$ cat config.mk
export PLATFORM = sky130hd
export DESIGN_NAME = trig_clk_ps_seq
export DESIGN_NICKNAME = d
export VERILOG_FILES = /design/src/rtl/trig_clk_ps_seq_pkg.sv /design/src/rtl/trig_clk_ps_seq.sv
export SDC_FILE = /design/constraint.sdc
export NUM_CORES = 1
export LEC_CHECK = 0
export ABC_AREA = 1
export CORE_ASPECT_RATIO = 0.5
export CORE_UTILIZATION = 61
export DETAILED_ROUTE_END_ITERATION = 10
export DONT_BUFFER_PORTS = 1
export GPL_TIMING_DRIVEN = 0
export PLACE_DENSITY_LB_ADDON = 0.15
export REMOVE_ABC_BUFFERS = 1
export SLEW_MARGIN = 20
export SYNTH_ARGS = -nofsm -noshare
export SYNTH_HDL_FRONTEND = slang
export SYNTH_SLANG_ARGS = --single-unit
$ cat constraint.sdc
create_clock -name cwusb_clk -period 6.4 [get_ports cwusb_clk]
set_clock_uncertainty 0.1 [all_clocks]
set_input_delay 0.96 -clock cwusb_clk [delete_from_list [all_inputs] [get_ports cwusb_clk]]
set_output_delay 0.96 -clock cwusb_clk [all_outputs]
set_load 0.01 [all_outputs]
$ cat src/rtl/trig_clk_ps_seq_pkg.sv
// Shared definitions for the trigger-clock MMCM phase-shift sequencer and
// the register block that drives it.
package trig_clk_ps_seq_pkg;

    // REG_PS_CTRL bit positions
    localparam int PS_CTRL_START_BIT     = 0;
    localparam int PS_CTRL_ABORT_BIT     = 1;
    localparam int PS_CTRL_CLEAR_POS_BIT = 2;

    // REG_PS_STATUS bit positions
    localparam int PS_STATUS_BUSY_BIT    = 0;
    localparam int PS_STATUS_ERROR_BIT   = 1;
    localparam int PS_STATUS_TIMEOUT_BIT = 2;

    typedef enum logic {
        PS_DEC = 1'b0,
        PS_INC = 1'b1
    } ps_dir_e;

endpackage

$ cat src/rtl/trig_clk_ps_seq.sv
// Multi-step MMCM fine phase-shift sequencer: one command issues |I_steps|
// psen/psdone round trips and tracks the accumulated phase position.
module trig_clk_ps_seq
    import trig_clk_ps_seq_pkg::*;
#(
    parameter int pSTEP_WIDTH     = 16,
    parameter int pPOS_WIDTH      = 16,
    parameter int pTIMEOUT_CYCLES = 1023
) (
    input  logic                   cwusb_clk,
    input  logic                   reset_i,
    input  logic                   I_start,
    input  logic [pSTEP_WIDTH-1:0] I_steps,
    input  logic                   I_abort,
    input  logic                   I_clear_pos,
    input  logic                   I_locked,
    input  logic                   I_psdone,
    output logic                   O_psen,
    output logic                   O_psincdec,
    output logic                   O_busy,
    output logic                   O_done,
    output logic                   O_error,
    output logic                   O_timeout,
    output logic [pSTEP_WIDTH-1:0] O_remaining,
    output logic [pPOS_WIDTH-1:0]  O_position
);

    localparam int CNT_W = $clog2(pTIMEOUT_CYCLES + 1);
    localparam logic [CNT_W-1:0]       TIMEOUT_LAST = CNT_W'(pTIMEOUT_CYCLES - 1);
    localparam logic [pSTEP_WIDTH-1:0] STEP_ONE     = pSTEP_WIDTH'(1);
    localparam logic [pPOS_WIDTH-1:0]  POS_ONE      = pPOS_WIDTH'(1);

    typedef enum logic [1:0] {
        ST_IDLE   = 2'd0,
        ST_PULSE  = 2'd1,
        ST_WAIT   = 2'd2,
        ST_SETTLE = 2'd3
    } state_e;

    state_e                 state_q, state_d;
    ps_dir_e                dir_q;
    logic [pSTEP_WIDTH-1:0] remaining_q;
    logic [pPOS_WIDTH-1:0]  position_q;
    logic [CNT_W-1:0]       tcnt_q;
    logic                   done_q, error_q, timeout_q, abort_pend_q;

    logic [pSTEP_WIDTH-1:0] mag;
    logic                   done_d, set_error, set_timeout, step_done;

    // Most-negative input negates to 2^(W-1), which is representable unsigned.
    assign mag       = I_steps[pSTEP_WIDTH-1] ? (~I_steps + STEP_ONE) : I_steps;
    assign step_done = (state_q == ST_WAIT) && I_psdone;

    // MMCM protocol: psen is a one-cycle request; the shift is complete when
    // psdone pulses. Only one request is outstanding at any time, and a
    // psdone is honoured only while waiting for it.
    always_comb begin
        state_d     = state_q;
        done_d      = 1'b0;
        set_error   = 1'b0;
        set_timeout = 1'b0;
        case (state_q)
            ST_IDLE: begin
                if (I_start) begin
                    if (mag == '0) begin
                        done_d = 1'b1;
                    end else if (!I_locked) begin
                        set_error = 1'b1;
                        done_d    = 1'b1;
                    end else begin
                        state_d = ST_PULSE;
                    end
                end
            end
            ST_PULSE: state_d = ST_WAIT;
            ST_WAIT: begin
                if (I_psdone) begin
                    if (remaining_q == STEP_ONE || abort_pend_q || I_abort || !I_locked) begin
                        state_d   = ST_IDLE;
                        done_d    = 1'b1;
                        set_error = !I_locked;
                    end else begin
                        state_d = ST_SETTLE;
                    end
                end else if (tcnt_q == TIMEOUT_LAST) begin
                    state_d     = ST_IDLE;
                    done_d      = 1'b1;
                    set_error   = 1'b1;
                    set_timeout = 1'b1;
                end
            end
            ST_SETTLE: state_d = ST_PULSE;
            default:   state_d = ST_IDLE;
        endcase
    end

    always_ff @(posedge cwusb_clk) begin
        if (reset_i) begin
            state_q      <= ST_IDLE;
            dir_q        <= PS_DEC;
            remaining_q  <= '0;
            position_q   <= '0;
            tcnt_q       <= '0;
            done_q       <= 1'b0;
            error_q      <= 1'b0;
            timeout_q    <= 1'b0;
            abort_pend_q <= 1'b0;
        end else begin
            state_q <= state_d;
            done_q  <= done_d;

            if (state_q == ST_IDLE && I_start) begin
                dir_q        <= I_steps[pSTEP_WIDTH-1] ? PS_DEC : PS_INC;
                remaining_q  <= mag;
                error_q      <= set_error;
                timeout_q    <= 1'b0;
                abort_pend_q <= 1'b0;
            end else begin
                if (set_error)   error_q   <= 1'b1;
                if (set_timeout) timeout_q <= 1'b1;
                if (state_q != ST_IDLE && I_abort) abort_pend_q <= 1'b1;
            end

            if (state_q == ST_PULSE)     tcnt_q <= '0;
            else if (state_q == ST_WAIT) tcnt_q <= tcnt_q + CNT_W'(1);

            if (step_done) begin
                remaining_q <= remaining_q - STEP_ONE;
                position_q  <= (dir_q == PS_INC) ? position_q + POS_ONE : position_q - POS_ONE;
            end
            // Clearing takes priority over a step landing in the same cycle.
            if (I_clear_pos) position_q <= '0;
        end
    end

    assign O_psen      = (state_q == ST_PULSE);
    assign O_busy      = (state_q != ST_IDLE);
    assign O_psincdec  = (dir_q == PS_INC);
    assign O_done      = done_q;
    assign O_error     = error_q;
    assign O_timeout   = timeout_q;
    assign O_remaining = remaining_q;
    assign O_position  = position_q;

endmodule

Yosys cells after proc, flatten, opt, wreduce, memory -nomap -nowiden
Index checks and enable logic that the tools add are counted.
{"block": "word_totals", "out_inout_bits": 38, "regBits": 49, "word_cells": 68}
{"block": "classes", "addsub": 5, "n_mux": 28, "n_eq_ne": 9, "reduce_logical": 16, "bitwise_logic": 1}
{"operator": "16-bit two-way mux", "count": 4}
{"operator": "16-bit by 1-bit adder with 16-bit output, second input constant", "count": 2}
{"operator": "16-bit by 1-bit subtractor with 16-bit output, second input constant", "count": 2}
{"operator": "16-bit by 1-bit equality test with 1-bit output, second input constant", "count": 1}
{"operator": "16-bit zero test", "count": 1}
{"operator": "16-bit NOT", "count": 1}
{"operator": "1-bit two-way mux", "count": 15}
{"operator": "2-bit two-way mux", "count": 6}
{"operator": "10-bit by 1-bit adder with 10-bit output, second input constant", "count": 1}
{"operator": "10-bit equality test, second input constant", "count": 1}
{"operator": "2-bit one-hot mux with 4 select lines", "count": 1}
{"operator": "2-bit != test, second input constant", "count": 3}
{"operator": "2-bit nonzero test", "count": 3}
{"operator": "2-bit OR reduction", "count": 3}
{"operator": "2-bit equality test, second input constant", "count": 2}
{"operator": "1-bit one-hot mux with 2 select lines", "count": 2}
{"operator": "4-bit AND reduction", "count": 1}
{"operator": "1-bit logical AND", "count": 3}
{"operator": "1-bit logical OR", "count": 3}
{"operator": "3-bit by 2-bit != test with 1-bit output, second input constant", "count": 1}
{"operator": "2-bit by 1-bit equality test with 1-bit output, second input constant", "count": 1}
{"operator": "2-bit zero test", "count": 1}
{"operator": "1-bit zero test", "count": 1}

Longest topological paths before layout
{"block": "depth", "ltp_word": 9, "mapped_depth": 16, "depth_no_buf": 16}

Least setup slack after synthesis
Ideal clock, no wire load.
{"block": "synth_timing", "path_type": "input port to flip-flop", "from": "in I_steps[0]", "to": "reg state_q[0]", "arrival_ns": 2.217, "stages": 13, "path_slack_ns": 3.970, "setup_ns": 0.113, "required_time_ns": 6.187, "path_buffers": 0, "path_cell_list": "inv_1 -> ha_1 -> nand3b_1 -> a21oi_1 -> nand2_1 -> nor2_1 -> nand3_1 -> nor2_2 -> nand3_1 -> nand3_2 -> nand2_1 -> nand2_1 -> nor2_1"}
{"block": "synth_via", "elab_chain_cells": 6}
{"element": "from (decl)", "line_no": "trig_clk_ps_seq.sv:13", "rtl": "input logic [pSTEP_WIDTH-1:0] I_steps,"}
{"element": "16-bit NOT", "line_no": "trig_clk_ps_seq.sv:51", "rtl": "assign mag = I_steps[pSTEP_WIDTH-1] ? (~I_steps + STEP_ONE) : I_steps;"}
{"element": "16-bit by 1-bit adder with 16-bit output", "line_no": "trig_clk_ps_seq.sv:51"}
{"element": "16-bit two-way mux *", "line_no": "trig_clk_ps_seq.sv:51"}
{"element": "16-bit zero test *", "line_no": "trig_clk_ps_seq.sv:65", "rtl": "if (mag == '0) begin"}
{"element": "2-bit != test (no source line) *"}
{"element": "4-bit AND reduction (no source line) *"}
{"element": "to (signal assigned)", "line_no": "trig_clk_ps_seq.sv:109", "rtl": "state_q <= state_d;"}
{"element": "to (decl)", "line_no": "trig_clk_ps_seq.sv:40", "rtl": "state_e state_q, state_d;"}
Every way passes the cells marked *; elsewhere a longest branch is shown, timed or not.
A chain may end at the register's enable or synchronous reset.

Final worst setup path
{"block": "layout_timing", "from": "reg state_q[0]", "to": "reg remaining_q[0] (netlist: O_remaining[0])"}
{"block": "layout_via", "elab_chain_cells": 3, "word_cells_on_any_way": 6, "classes_between": "eq/ne (1); mux (1); reduce/logical (4)"}
{"element": "2-bit equality test or 2-bit zero test (tied branches)", "line_no": "trig_clk_ps_seq.sv:52, trig_clk_ps_seq.sv:112"}
{"element": "1-bit logical AND, on equally long branches", "line_no": "trig_clk_ps_seq.sv:52, trig_clk_ps_seq.sv:112"}
{"element": "16-bit two-way mux or 2-bit nonzero test (tied branches)"}
{"element": "to (signal assigned)", "line_no": "trig_clk_ps_seq.sv:114", "rtl": "remaining_q <= mag;"}
{"element": "to (signal assigned)", "line_no": "trig_clk_ps_seq.sv:128", "rtl": "remaining_q <= remaining_q - STEP_ONE;"}
{"element": "to (decl)", "line_no": "trig_clk_ps_seq.sv:42", "rtl": "logic [pSTEP_WIDTH-1:0] remaining_q;"}
Parallel ways exist; a longest one is shown, timed or not.

==> results.cfg <==
[clocking]
ctsRootBufferMaster = sky130_fd_sc_hd__clkbuf_16
cts_buffers = 5
tritoncts = done
cts_buffer_depth = 2
cts_sink_cnt = 49
postCtsHoldBufs = 0
clock_latency_ns = 0.29
post_cts_buffers = 0
post_cts_resize_count = 0
clock_slew_at_the_register_clock_pins_of_the_worst_setup_and_hold_paths_ns = 0.06
cts_htree_levels = 2

[grt]
overflow = 0
grt_first_pass_wirelength_um = 14300
grt_pass1_vias = 3189
antenna_violations_before_repair = 0
pin_count_of_the_biggest_net_entering_global_routing = 32
grt_total_usage = 0.281

[finish]
layout.cells.most_common_list = sky130_fd_sc_hd__nand2_1 (121), sky130_fd_sc_hd__inv_1 (81), sky130_fd_sc_hd__nor2_1 (56)
post_route_cells_drive_above_1_share = 0.0516
finish.net_count = 607
antenna_cells = 0
final_area_um2 = 3800
mostFrequentLayoutCell = sky130_fd_sc_hd__nand2_1
area_overhead_of_the_layout_relative_to_synthesis_pct = 4.65

[routing]
route.final.wire_length_um = 8390
initialDrtViolationCount = 286
avgViaCountPerCell = 5.56
drt-pass1-iter-count = 8
drt-wirelength-per-cell_um = 13.2
route.detailed.drc = 6
vias = 3533
drtAntennaViolNets = 0

[critical_path]
cp-end-kind = register
timing.critical_path.fanout_max = 31
crit_path_cell_chain = inv_1 -> ha_1 -> nand2_1 -> inv_1 -> nor2_2 -> clkinv_1 -> o221ai_1 -> nand2_1 -> inv_1
reg2reg_setup_slack_ns = 2.81
timing.critical_path.arrival_ns = 3.73
timing.critical_path.required_ns = 6.54
start_kind = register
timing.critical_path.slowest_stage_cell = sky130_fd_sc_hd__inv_1
critical_path_class = register to register
critPathMaxStageDelay_ns = 0.69
crit_top_cell = sky130_fd_sc_hd__inv_1

[synthesis]
postSynthCellCount = 566
async_flop_share = 0
synth_area_leader_cell = sky130_fd_sc_hd__dfxtp_1
synth_largest_type_area_fraction = 0.270
number_of_library_cell_types_mapped_by_synthesis = 44
synth_seq_cells = 49
seq_area_frac_synth = 0.270
synth.top_cells.by_area = sky130_fd_sc_hd__dfxtp_1 (27%), sky130_fd_sc_hd__nand2_1 (12%), sky130_fd_sc_hd__inv_1 (8.4%), sky130_fd_sc_hd__ha_1 (7.6%), sky130_fd_sc_hd__nand3_1 (6.1%)
synth-edff-count = 0
mappedNetlistArea_um2 = 3630
yosys_most_used_dff = sky130_fd_sc_hd__dfxtp_1
postSynthAreaPerCell_um2 = 6.42
yosysWarnings = 0

[sta]
report.final.hold_viol_count = 0
maxClockFrequency_mhz = 278
setup_slack_ns = 2.81
setup_tns_ns = 0
grt_setup_unrepaired = false
period_minus_slack_ns = 3.59
timing.slew.headroom = 0.313
report.final.setup_viol = 0
timing.final.max_slew_violations = 0
measured_slew_at_the_worst_slew_check_pin_ns = 1.03
min_period_over_period = 0.562

[run_status]
run_status = finished with violations
violations = DRC

[power_and_ir_drop]
power-per-cell-area_nw_per_um2 = 348
fin_total_pwr_mw = 1.32
leakage_power_total_nw = 1.83
peakVddDrop_mv = 0.145

[flow_run]
drv_cap = 0

[die]
die-area_um2 = 6290
start_util = 0.648
num_rows = 19
fp.dieH_um = 56.6
boundaryPins = 61
fp.dieW_um = 111
core_area_um2 = 5610

[placement]
globalplace.congestion = 0.849
dp_hpwl_um = 6280
preCtsSetupSlack_ns = 2.68
placed_cell_area_um2 = 3660
io_buffers = 0

[worst_hold_path]
min_path_type = register to register
-- metrics by stage --
| stage | instances | hold slack, ns | util |
|---|---|---|---|
| 4_1_cts | 635 | 0.365 | 0.678 |
| 6_report | 635 | 0.363 | 0.678 |
| 2_1_floorplan | 554 | 0.338 | - |
| 5_1_grt | 635 | 0.396 | 0.678 |
| 3_3_place_gp | 627 | 0.350 | 0.653 |
| 3_5_place_dp | 627 | 0.356 | 0.653 |
-- final timing paths --
kind,cells past startpoint,to,from
worst max-delay path,9,O_remaining[0]$_SDFFE_PP0P_,state_q[0]$_SDFFE_PP0P_
worst min-delay path,2,tcnt_q[9]$_SDFFE_PP0P_,tcnt_q[9]$_SDFFE_PP0P_
worst max register to register,9,O_remaining[0]$_SDFFE_PP0P_,state_q[0]$_SDFFE_PP0P_
worst min register to register,2,tcnt_q[9]$_SDFFE_PP0P_,tcnt_q[9]$_SDFFE_PP0P_
-- final cells by class --
| cell class | count | area (um^2) |
|---|---|---|
| inverters | 84 | 315 |
| clock inverters | 2 | 10.0 |
| well taps | 73 | 91.3 |
| flip-flops and latches | 49 | 981 |
| fillers | 513 | 1810 |
| clock buffers | 6 | 129 |
| multi-input cells | 421 | 2280 |
-- critical path, delay by kind of cell (launching register included) --
family,cells,cell delay [ns]
buffers and inverters,4,1.21
AOI/OAI and AO/OA,1,0.26
DFF,1,0.34
and+or+nand+nor,3,1.29
adders and majority gates,1,0.33
-- registers in the layout, summed over array words and instances, names as in the netlist --
signal / flops
O_done: 1
O_error: 1
O_position: 16
O_psincdec: 1
O_remaining: 16
O_timeout: 1
abort_pend_q: 1
state_q: 2
tcnt_q: 10
-- per-layer routing --
layer  GRT usage  wire length, um  part of all wire  up-vias
met4      0.0598               60            0.0072        0
met2       0.472             3690              0.44      101
li1            -                -                 -     1867
met1       0.378             4110              0.49     1557
met5           0                0                 0        -
met3      0.0540              533             0.064        8
-- Yosys cell counts, drive strengths merged, types with 3 or more instances --
| cell | instances |
|---|---|
| a21boi | 3 |
| a21o | 4 |
| a21oi | 39 |
| a311oi | 3 |
| a31oi | 4 |
| buf | 6 |
| clkbuf | 6 |
| dfxtp | 49 |
| ha | 22 |
| inv | 83 |
| nand2 | 124 |
| nand3 | 47 |
| nand3b | 5 |
| nand4 | 6 |
| nor2 | 63 |
| nor3 | 14 |
| nor4 | 3 |
| o211ai | 7 |
| o21ai | 46 |
| o21bai | 7 |
| xnor2 | 3 |
| xor2 | 7 |
-- power by group --
part           total, mW  leakage [nW]  switching [mW]  internal [mW]
registers          0.442         0.399          0.0807          0.361
logic              0.627          1.36           0.419          0.209
clock network      0.255        0.0706           0.111          0.144
total               1.32          1.83           0.611          0.713
-- logic make-up after synthesis --
kind of cell    after synthesis  share of synthesized area
flops                        49                      0.270
compound gates              120                      0.193
buf+inv                      96                      0.104
fa+ha+maj                    23                     0.0812
mux                           1                    0.00310
xor+xnor                     10                     0.0241
simple gates                267                      0.325
Note: power is estimated with default switching activity, not from simulation.
